==> src/rtl/iob_acc_ctrl.sv <==
// Window controller for an external iob_acc: feeds len samples per window,
// captures the accumulated sum, presents it on valid/ready and clears the accumulator.
module iob_acc_ctrl #(
  parameter int unsigned DATA_W = 21,
  parameter int unsigned LEN_W  = 8
) (
  input  logic              clk_i,
  input  logic              cke_i,
  input  logic              arst_n_i,
  input  logic [LEN_W-1:0]  len_i,
  input  logic              in_valid_i,
  output logic              in_ready_o,
  input  logic [DATA_W-1:0] in_data_i,
  output logic              acc_rst_o,
  output logic              acc_en_o,
  output logic [DATA_W-1:0] acc_incr_o,
  input  logic [DATA_W-1:0] acc_data_i,
  output logic              out_valid_o,
  input  logic              out_ready_i,
  output logic [DATA_W-1:0] out_data_o
);

  typedef enum logic [1:0] {
    CLR  = 2'd0,
    ACC  = 2'd1,
    WAIT = 2'd2,
    OUT  = 2'd3
  } state_t;

  state_t             state_q, state_d;
  logic [LEN_W-1:0]   cnt_q, cnt_d;
  logic [LEN_W-1:0]   len_q, len_d;
  logic [LEN_W-1:0]   len_eff;
  logic [DATA_W-1:0]  out_data_d;
  logic               out_valid_d;

  // A zero-length request is treated as a single-sample window
  assign len_eff    = (len_i == '0) ? LEN_W'(1) : len_i;
  assign acc_incr_o = in_data_i;

  always_ff @(posedge clk_i or negedge arst_n_i) begin
    if (!arst_n_i) begin
      state_q     <= CLR;
      cnt_q       <= '0;
      len_q       <= LEN_W'(1);
      out_data_o  <= '0;
      out_valid_o <= 1'b0;
    end else if (cke_i) begin
      state_q     <= state_d;
      cnt_q       <= cnt_d;
      len_q       <= len_d;
      out_data_o  <= out_data_d;
      out_valid_o <= out_valid_d;
    end
  end

  // Strobes toward the accumulator and upstream are gated by cke_i so a frozen
  // cycle never moves data even though the accumulator sees them combinationally.
  always_comb begin
    state_d     = state_q;
    cnt_d       = cnt_q;
    len_d       = len_q;
    out_data_d  = out_data_o;
    out_valid_d = out_valid_o;
    in_ready_o  = 1'b0;
    acc_rst_o   = 1'b0;
    acc_en_o    = 1'b0;
    case (state_q)
      CLR: begin
        acc_rst_o = cke_i;
        acc_en_o  = cke_i;
        len_d     = len_eff;
        cnt_d     = '0;
        state_d   = ACC;
      end
      ACC: begin
        in_ready_o = cke_i;
        acc_en_o   = cke_i & in_valid_i;
        if (in_valid_i) begin
          if (cnt_q == len_q - LEN_W'(1)) begin
            state_d = WAIT;
          end else begin
            cnt_d = cnt_q + LEN_W'(1);
          end
        end
      end
      WAIT: begin
        // Final sum has settled in the accumulator; capture it and clear behind it
        out_data_d  = acc_data_i;
        out_valid_d = 1'b1;
        acc_rst_o   = cke_i;
        acc_en_o    = cke_i;
        len_d       = len_eff;
        cnt_d       = '0;
        state_d     = OUT;
      end
      OUT: begin
        if (out_valid_o && out_ready_i) begin
          out_valid_d = 1'b0;
          state_d     = ACC;
        end
      end
      default: state_d = CLR;
    endcase
  end

endmodule
==> config.mk <==
export PLATFORM = sky130hd
export DESIGN_NAME = iob_acc_ctrl
export DESIGN_NICKNAME = d
export VERILOG_FILES = /design/src/rtl/iob_acc_ctrl.sv
export SDC_FILE = /design/constraint.sdc
export NUM_CORES = 1
export LEC_CHECK = 0
export ABC_AREA = 1
export CAP_MARGIN = 20
export CORE_MARGIN = 2
export CORE_UTILIZATION = 45
export DETAILED_ROUTE_END_ITERATION = 10
export PLACE_DENSITY = 0.86
export SYNTH_ARGS = -nofsm -noshare
export SYNTH_HDL_FRONTEND = slang
export SYNTH_SLANG_ARGS = --single-unit
==> constraint.sdc <==
create_clock -name clk_i -period 3.1 [get_ports clk_i]
set_input_delay 0.465 -clock clk_i [delete_from_list [all_inputs] [get_ports clk_i]]
set_output_delay 0.465 -clock clk_i [all_outputs]
set_load 0.05 [all_outputs]
==> results.sh, run 1 <==
export IMPL_status="completed"
export IMPL_maxCapViolations=0
export IMPL_drive_gt1_share_pct=9.12
export IMPL_cts_setup_buffers=0
export IMPL_synth_cells=254
export IMPL_finalSetupViolCount=0
export IMPL_drt_first_pass_iters=4
export IMPL_slew_limit_headroom_pct=41.1
export IMPL_grt_max_degree=41
export IMPL_p_clk_share_pct=14.5
export IMPL_cts_buffers_inserted=5
export IMPL_syn_to_final_growth_pct=28.2
export IMPL_async_flop_share_pct=100
export IMPL_overflow=0
export IMPL_antennaDiodeCount=0
export IMPL_syn_num_nets=315
export IMPL_instances_no_fill=363
export IMPL_power_density_nw_per_um2=1120
export IMPL_post_drt_wl_per_cell_um=12.5
export IMPL_rsz0062_at_grt="no"
export IMPL_fin_crit_sh_pct=79.1
export IMPL_drt_total_wl_um=4530
export IMPL_timing_fmax_ghz=0.408
export IMPL_ys_seq_area_share_pct=45.1
export IMPL_post_route_drc_count=0
export IMPL_p_total_mw=3.20
export IMPL_insertion_delay_ns=0.29
export IMPL_port_buffer_count=58
export IMPL_slew_viol_final=0
export IMPL_core_area_um2=4750
export IMPL_worstSetupStartpoint="cke_i"
export IMPL_antenna_left=0
export IMPL_start_util_pct=46.8
export IMPL_clk_pin_slew_worst_paths_ns=0.07
export IMPL_min_path_type="primary input to async pin"
export IMPL_grt_pass1_wl_um=7760
export IMPL_power_leakage_nw=1.33
export IMPL_dpl_cell_count=355
export IMPL_whs_ns=0.292
export IMPL_drtIter0Drc=116
export IMPL_regArea_um2=1000
export IMPL_nets=356
export IMPL_cts_root_buf="clkbuf_8"
export IMPL_yosysTopAreaCellShare_pct=43.9
export IMPL_die_area_um2=5520
export IMPL_fp_dieW_um=74.3
export IMPL_crit_fanout=4
export IMPL_rr_startpoint="len_q[0]"
export IMPL_cts_sinks=40
export IMPL_grt_antenna_before_repair=0
export IMPL_grt_pass1_vias=1805
export IMPL_power_switching_mw=1.51
export IMPL_skew_ns=0.00559
export IMPL_hold_buffers=0
export IMPL_worstSetupPathType="primary input to primary output"
export IMPL_rr_worst_depth=13
export IMPL_synth_area_top_cells="dfrtp_1 44%, nand2_1 12%, mux2_1 8.1%"
export IMPL_n_fill_cell=409
export IMPL_rows=25
export IMPL_grt_usage_pct=18.3
export IMPL_power_internal_mw=1.69
export IMPL_fin_crit_ns=2.45
export IMPL_post_synth_top_count_cell="nand2_1"
export IMPL_cts_tree="built"
export IMPL_clk_path_buf_depth=2
export IMPL_place_gp_congestion=0.806
export IMPL_ys_ff_latch=40
export IMPL_synthFlopType="dfrtp_1"
export IMPL_ctsResizeCount=0
export IMPL_multi_input_area_um2=977
export IMPL_syn_area_um2=2220
export IMPL_endpoint_kind="primary output"
export IMPL_yosysWarnings=0
export IMPL_sequentialPowerShare_pct=29.2
export IMPL_dp_hpwl_um=3370
export IMPL_via_per_inst=4.83
export IMPL_io_pins=101
export IMPL_synth_edf_count=0
export IMPL_cp_start_kind="primary input"
export IMPL_synth_cell_type_count=27
export IMPL_worst_pin_slew_ns=0.883
export IMPL_yosysTopAreaCell="dfrtp_1"
export IMPL_die_h_um=74.3
export IMPL_hold_violations=0
export IMPL_cp_required_ns=2.63
export IMPL_arrival_ns=1.99
export IMPL_num_vias=1755
export IMPL_avgSynthCellArea_um2=8.75
export IMPL_comb_power_share_pct=56.3
export IMPL_setup_tns_ns=0
export IMPL_peakVddDrop_mv=0.819
export IMPL_switching_share_pct=47.3
export IMPL_htreeDepth=2
export IMPL_synthTopCellsByCount="72 x nand2_1, 39 x dfrtp_1, 22 x nor2_1"
==> sequential cells by signal, summed over array words and instances (netlist names) <==
signal / flops
len_q: 8
out_data_o: 21
out_valid_o: 1
state_q: 2
cnt_q: 8
==> cells by family (layout without fill, tap and decap cells) <==
logic type	Yosys count	count (layout)	synth area share, %
simple gates	123	123	23.5
flops	40	40	45.1
compound gates	10	10	2.48
fa+ha+maj	6	6	3.38
buf+inv	44	86	11.0
mux	21	21	10.6
xor+xnor	10	10	3.94
==> power groups by stage <==
stage | Clock, mW | Sequential, mW | Combinational, mW
final | 0.465 | 0.934 | 1.80
after global routing | 0.498 | 0.967 | 1.95
after CTS | 0.476 | 0.937 | 1.81
after detailed placement | 0 | 0.945 | 1.80
after global placement | 0 | 0.935 | 1.77
after floorplan | 0 | 1.43 | 0.809
==> metal layers <==
layer	up-vias	share of wire, %	track usage [%]
met3	7	13	10.6
met2	71	47	30.8
met4	0	1.1	5.36
met5	-	0	0
met1	809	39	19.9
li1	868	-	-
==> layout by cell type, fill, tap and decap left out <==
cell	netlist	routed
mux2_1	16	16
nand4_1	2	2
nor2_1	22	22
nor4_1	1	1
nand2_1	72	72
inv_2	4	4
xor2_1	5	5
buf_12	0	1
nor3b_1	1	1
mux2_2	5	5
dfrtp_1	39	39
buf_2	0	1
nor2_2	2	2
xnor2_1	5	5
a21oi_1	2	2
buf_4	21	2
nand3b_1	1	1
nand3_1	17	17
a211oi_1	1	1
clkdlybuf4s50_1	0	55
clkbuf_8	0	7
nor3_1	2	2
o21ai_0	4	4
dfstp_2	1	1
nand2_2	1	1
bufinv_16	0	1
nand2_4	2	2
o21ai_1	2	2
ha_1	6	6
inv_1	15	15
o211ai_1	1	1
==> path summary, 6_finish.rpt <==
path / to / slack [ns]
max: in_ready_o / 0.65
min: out_data_o[16] / 0.29
max reg2reg: cnt_q[2] / 1.07
min reg2reg: out_data_o[2] / 0.50
max in group asynchronous: len_q[3] / 2.26
min in group clk_i: out_data_o[2] / 0.50
==> layout make-up <==
type	count	area share, %
well taps	67	2.94
repair buffers	59	20.7
multi-input cells	170	34.3
clock buffers	7	3.38
flip-flops and latches	40	35.1
clock inverters	1	1.05
inverters	19	2.50
==> critical path: stages <==
cell and delay, ns:
clkdlybuf4s50_1 0.55, nand2_1 0.08, inv_1 0.08, clkdlybuf4s50_1 0.81
==> metrics by stage <==
stage,util [%],worst slack (ns),cell area [µm²]
after floorplan,-,0.717,2220
after global placement,57.3,0.697,2730
after detailed placement,57.3,0.654,2730
after CTS,60.0,0.636,2850
after global routing,60.0,0.555,2850
final,60.0,0.648,2850
Note: power is estimated with default switching activity, not from simulation.
==> run 2, diff against run 1 <==
Settings changed: CORE_UTILIZATION 45 to 38, PLACE_DENSITY 0.86 to 0.77.
Clock period 3.1 ns to 2.22 ns, I/O delays scaled along.
==> run 2 against run 1 <==
  * Clock-buffer cell count fell by 1
  * Register-to-register slack got worse by 0.83 ns
  * Combinational power rose by 42%
  * Critical path depth rose by 3
  * Critical path type is now flop to primary output
  * Critical endpoint is now acc_en_o
  * Largest power group unchanged
==> results.sh, run 2 (same netlist as run 1, synthesis figures left out) <==
export IMPL_status="completed"
export IMPL_drt_total_wl_um=4500
export IMPL_switching_share_pct=47.3
export IMPL_drive_gt1_share_pct=10.0
export IMPL_core_area_um2=5570
export IMPL_fin_crit_ns=2.01
export IMPL_clk_pin_slew_worst_paths_ns=0.08
export IMPL_power_density_nw_per_um2=1530
export IMPL_dp_hpwl_um=3490
export IMPL_clk_path_buf_depth=2
export IMPL_hp_start="out_data_o[3]"
export IMPL_post_drt_wl_per_cell_um=12.1
export IMPL_worst_pin_slew_ns=0.522
export IMPL_syn_to_final_growth_pct=30.0
export IMPL_cts_sinks=40
export IMPL_top_register="out_data_o"
export IMPL_die_area_um2=6480
export IMPL_min_path_type="flop to flop"
export IMPL_post_route_drc_count=0
export IMPL_place_area_um2=2770
export IMPL_setup_tns_ns=0
export IMPL_power_switching_mw=2.09
export IMPL_place_gp_congestion=0.838
export IMPL_largest_reg_flops=21
export IMPL_final_util_pct=51.9
export IMPL_drt_first_pass_iters=4
export IMPL_htreeDepth=2
export IMPL_slew_limit_headroom_pct=65.1
export IMPL_worstSetupPathType="flop to primary output"
export IMPL_via_per_inst=4.65
export IMPL_endpoint_kind="primary output"
export IMPL_insertion_delay_ns=0.29
export IMPL_ctsResizeCount=0
export IMPL_rsz0062_at_grt="no"
export IMPL_fp_dieW_um=80.5
export IMPL_whs_ns=0.491
export IMPL_antenna_left=0
export IMPL_sequentialPowerShare_pct=29.4
export IMPL_p_clk_share_pct=13.0
export IMPL_power_internal_mw=2.33
export IMPL_timing_fmax_ghz=0.496
export IMPL_maxCapViolations=0
export IMPL_die_h_um=80.5
export IMPL_p_total_mw=4.43
export IMPL_peakVddDrop_mv=1.00
export IMPL_multi_input_area_um2=981
export IMPL_regArea_um2=1000
export IMPL_rr_endpoint="cnt_q[0]"
export IMPL_hold_violations=0
export IMPL_grt_max_degree=24
export IMPL_io_pins=101
export IMPL_rows=27
export IMPL_stdcell_area_um2=2890
export IMPL_crit_fanout=7
export IMPL_cp_start_kind="flop"
export IMPL_rr_startpoint="len_q[0]"
export IMPL_antennaDiodeCount=0
export IMPL_arrival_ns=1.68
export IMPL_holdPathStages=1
export IMPL_start_util_pct=39.9
export IMPL_comb_power_share_pct=57.6
export IMPL_slew_viol_final=0
export IMPL_cts_buffers_inserted=5
export IMPL_num_vias=1724
export IMPL_layout_common_cells="72 x nand2_1, 54 x clkdlybuf4s50_1, 39 x dfrtp_1, 22 x nor2_1, 17 x nand3_1"
export IMPL_cts_tree="built"
export IMPL_grt_pass1_wl_um=7750
export IMPL_fin_crit_sh_pct=90.8
export IMPL_port_buffer_count=58
export IMPL_final_common_cell="nand2_1"
export IMPL_grt_usage_pct=15.5
export IMPL_cts_root_buf="clkbuf_8"
export IMPL_nets=359
export IMPL_rr_worst_depth=13
export IMPL_cp_required_ns=1.89
export IMPL_skew_ns=0.00831
export IMPL_grt_pass1_vias=1732
export IMPL_drtIter0Drc=54
export IMPL_reg_top3="out_data_o: 21 flops, cnt_q: 8 flops, len_q: 8 flops"
export IMPL_power_leakage_nw=1.35
export IMPL_finalSetupViolCount=0
export IMPL_overflow=0
export IMPL_grt_antenna_before_repair=0
export IMPL_rrSetupSlack_ns=0.24
export IMPL_n_fill_cell=516
export IMPL_holdPathEnd="out_data_o[3]"
==> run 2: final cells by class <==
cell class | count | share of cell area, %
clock buffer | 6 | 2.51
clock inverter | 2 | 1.21
inverter | 19 | 2.47
multi-input combinational | 170 | 33.9
sequential | 40 | 34.7
tap | 72 | 3.12
timing repair buffer | 62 | 22.1
==> run 2: worst max-delay path, stage by stage (launching register included) <==
cell and delay, ns:
dfrtp_1 0.42, inv_1 0.09, ha_1 0.19, nor2_1 0.07, nor2_1 0.15, inv_2 0.11, a21oi_2 0.21, buf_12 0.16
==> run 2: through the flow <==
| step | worst slack (ns) | cells |
|---|---|---|
| 3_5_place_dp | 0.260 | 362 |
| 4_1_cts | 0.170 | 371 |
| 2_1_floorplan | 0.241 | 254 |
| 6_report | 0.205 | 371 |
| 3_3_place_gp | 0.315 | 362 |
| 5_1_grt | 0.0775 | 371 |
==> run 2: timing repair <==
item | 4_1_cts | 5_1_grt
endpoints found under the hold margin | 17 | 0
hold buffers | 1 | 0
buffers inserted | 0 | 0
==> run 2: metal layers <==
layer	vias up	part of all wire [%]	track usage, %
met5	-	0	0
met4	0	0.51	5.42
met3	4	13	9.10
met2	55	45	25.2
met1	789	42	16.7
li1	876	-	-
==> run 2: how the worst max path moves through the flow <==
| stage | depth (start not counted) | start | endpoint |
|---|---|---|---|
| after floorplan | 6 | state_q[1] | acc_en_o |
| after global placement | 6 | cke_i | acc_en_o |
| after detailed placement | 13 | len_q[0] | cnt_q[0] |
| after CTS | 7 | state_q[0] | acc_en_o |
| after global routing | 7 | state_q[0] | acc_en_o |
| final | 7 | state_q[0] | acc_en_o |
==> run 2: power groups by stage <==
| stage | Sequential [mW] | Combinational (mW) | Clock (mW) |
|---|---|---|---|
| 6_report | 1.30 | 2.55 | 0.576 |
| 5_1_grt | 1.36 | 2.76 | 0.628 |
| 4_1_cts | 1.31 | 2.57 | 0.600 |
| 3_5_place_dp | 1.32 | 2.55 | 0 |
| 3_3_place_gp | 1.31 | 2.52 | 0 |
| 2_1_floorplan | 1.99 | 1.14 | 0 |
==> run 3, diff against run 2 <==
Settings changed: CORE_ASPECT_RATIO set to 2.
==> run 3 against run 2 <==
  * Sequential power about the same
  * Sequential share of layout area is 0.30 points lower
  * Clock skew fell by 0.0042 ns
  * Register-to-register slack barely moved
  * Largest cell class unchanged
  * Critical path type unchanged
  * Setup slack got worse by 0.0017 ns
  * Wire length up 15%
  * Flip-flop and latch count unchanged
  * Critical path depth did not move
  * Total power grew 4.6%
==> results.sh, run 3 (same netlist as run 1, synthesis figures left out) <==
export IMPL_status="completed"
export IMPL_syn_to_final_growth_pct=31.1
export IMPL_largest_reg_flops=21
export IMPL_fp_dieW_um=58.1
export IMPL_worstSetupStartpoint="state_q[0]"
export IMPL_fin_crit_ns=2.02
export IMPL_rrSetupSlack_ns=0.23
export IMPL_gr_usage_met2_pct=35.3
export IMPL_dp_hpwl_um=4040
export IMPL_drtIter0Drc=50
export IMPL_drt_first_pass_iters=4
export IMPL_setup_tns_ns=0
export IMPL_nets=359
export IMPL_die_area_um2=6520
export IMPL_timing_final_ws_setup_ns=0.204
export IMPL_cts_buffers_inserted=5
export IMPL_grt_pass1_vias=2017
export IMPL_core_area_um2=5660
export IMPL_hold_violations=0
export IMPL_worstPathCellList="inv_1 -> ha_1 -> nor2_1 -> nor2_1 -> inv_2 -> a21oi_2 -> buf_12"
export IMPL_worst_pin_slew_ns=0.544
export IMPL_io_pins=101
export IMPL_top_register="out_data_o"
export IMPL_rr_worst_depth=13
export IMPL_slew_viol_final=0
export IMPL_num_vias=1853
export IMPL_antennaDiodeCount=0
export IMPL_place_gp_congestion=0.839
export IMPL_endpoint="acc_en_o"
export IMPL_peakVddDrop_mv=0.909
export IMPL_cp_start_kind="flop"
export IMPL_drt_total_wl_um=5200
export IMPL_post_route_drc_count=0
export IMPL_layout_common_cells="72 x nand2_1, 54 x clkdlybuf4s50_1, 39 x dfrtp_1, 22 x nor2_1, 17 x nand3_1"
export IMPL_skew_ns=0.00408
export IMPL_worstSetupPathType="flop to primary output"
export IMPL_post_place_ws_ns=0.284
export IMPL_insertion_delay_ns=0.28
export IMPL_cp_required_ns=1.89
export IMPL_crit_path_max_incr_delay_ns=0.42
export IMPL_slowest_stage="dfrtp_1"
export IMPL_die_h_um=112
export IMPL_clk_pin_slew_worst_paths_ns=0.06
export IMPL_cts_root_buf="clkbuf_16"
export IMPL_endpoint_kind="primary output"
export IMPL_finalSetupViolCount=0
export IMPL_cts_tree="built"
export IMPL_via_per_inst=5.15
export IMPL_crit_fanout=7
export IMPL_clk_path_buf_depth=2
export IMPL_final_util_pct=51.5
export IMPL_ctsResizeCount=0
export IMPL_cp_buffers_inverters=3
export IMPL_power_density_nw_per_um2=1590
export IMPL_reg_top3="out_data_o: 21 flops, cnt_q: 8 flops, len_q: 8 flops"
export IMPL_maxCapViolations=0
export IMPL_hold_buffers=0
export IMPL_fin_crit_sh_pct=90.8
export IMPL_post_drt_wl_per_cell_um=14.4
export IMPL_use_met3_pct=3.46
export IMPL_port_buffer_count=58
export IMPL_timing_fmax_ghz=0.496
export IMPL_grt_pass1_wl_um=8900
export IMPL_crit_family="flip-flops"
export IMPL_htreeDepth=2
export IMPL_min_path_type="primary input to async pin"
export IMPL_drive_gt1_share_pct=10.7
export IMPL_grt_max_degree=25
export IMPL_arrival_ns=1.68
export IMPL_rsz0062_at_grt="no"
export IMPL_start_util_pct=39.3
export IMPL_rows=39
export IMPL_cts_sinks=40
export IMPL_grt_usage_pct=17.6
export IMPL_final_common_cell="nand2_1"
export IMPL_cp_depth=7
export IMPL_antenna_left=0
export IMPL_slew_limit_headroom_pct=63.8
export IMPL_overflow=0
export IMPL_grt_util_met1_pct=15.5
export IMPL_grt_antenna_before_repair=0
export IMPL_globalRoute_busiestLayer="met2"
export IMPL_rr_startpoint="len_q[0]"
export IMPL_rr_endpoint="cnt_q[7]"
export IMPL_cts_setup_buffers=0
export IMPL_power_leakage_nw=1.37
export IMPL_worst_path_most_repeated_cell="nor2_1"
run 3: changes by cell type in the layout (fill, tap and decap cells not counted):
cell / previous run / this run
buf_4: 3 / 4
clkbuf_8: 5 / 1
clkinv_2: 1 / 2
dlygate4sd3_1: 1 / 0
clkbuf_16: 0 / 5
bufinv_16: 1 / 0
clkbuf_1: 1 / 0
run 3: report_power, final:
part           internal [mW]  switching [mW]
clock                  0.443           0.280
sequential              1.06           0.259
combinational          0.942            1.64
total                   2.44            2.18
run 3: cell type report:
| type | count | area (µm²) |
|---|---|---|
| timing repair buffer | 62 | 636 |
| clock inverter | 2 | 10.0 |
| sequential | 40 | 1000 |
| tap | 61 | 76.3 |
| clock buffer | 6 | 139 |
| fill | 487 | 2750 |
| multi-input combinational | 170 | 981 |
| inverter | 19 | 71.3 |
run 3: routing by layer:
metal	share of wire (%)	wire, µm
met1	31	1600
met2	62	3220
met5	0	0
met4	2.4	125
met3	4.8	248
run 3: stage by stage:
step	power, mW	area (µm²)	hold slack, ns	instances
final	4.63	2920	0.0303	360
after global routing	4.91	2920	0.0821	360
after CTS	4.66	2920	0.0467	360
after detailed placement	3.92	2770	0.342	352
after global placement	3.86	2770	0.336	352
after floorplan	3.13	2230	0.0374	254
run 3: worst min-delay path by stage:
| stage | endpoint | slack [ns] |
|---|---|---|
| after CTS | out_data_o[15] | 0.05 |
| after global placement | out_data_o[2] | 0.34 |
| after global routing | cnt_q[6] | 0.08 |
| final | out_data_o[15] | 0.03 |
| after floorplan | cnt_q[0] | 0.04 |
| after detailed placement | out_data_o[3] | 0.34 |
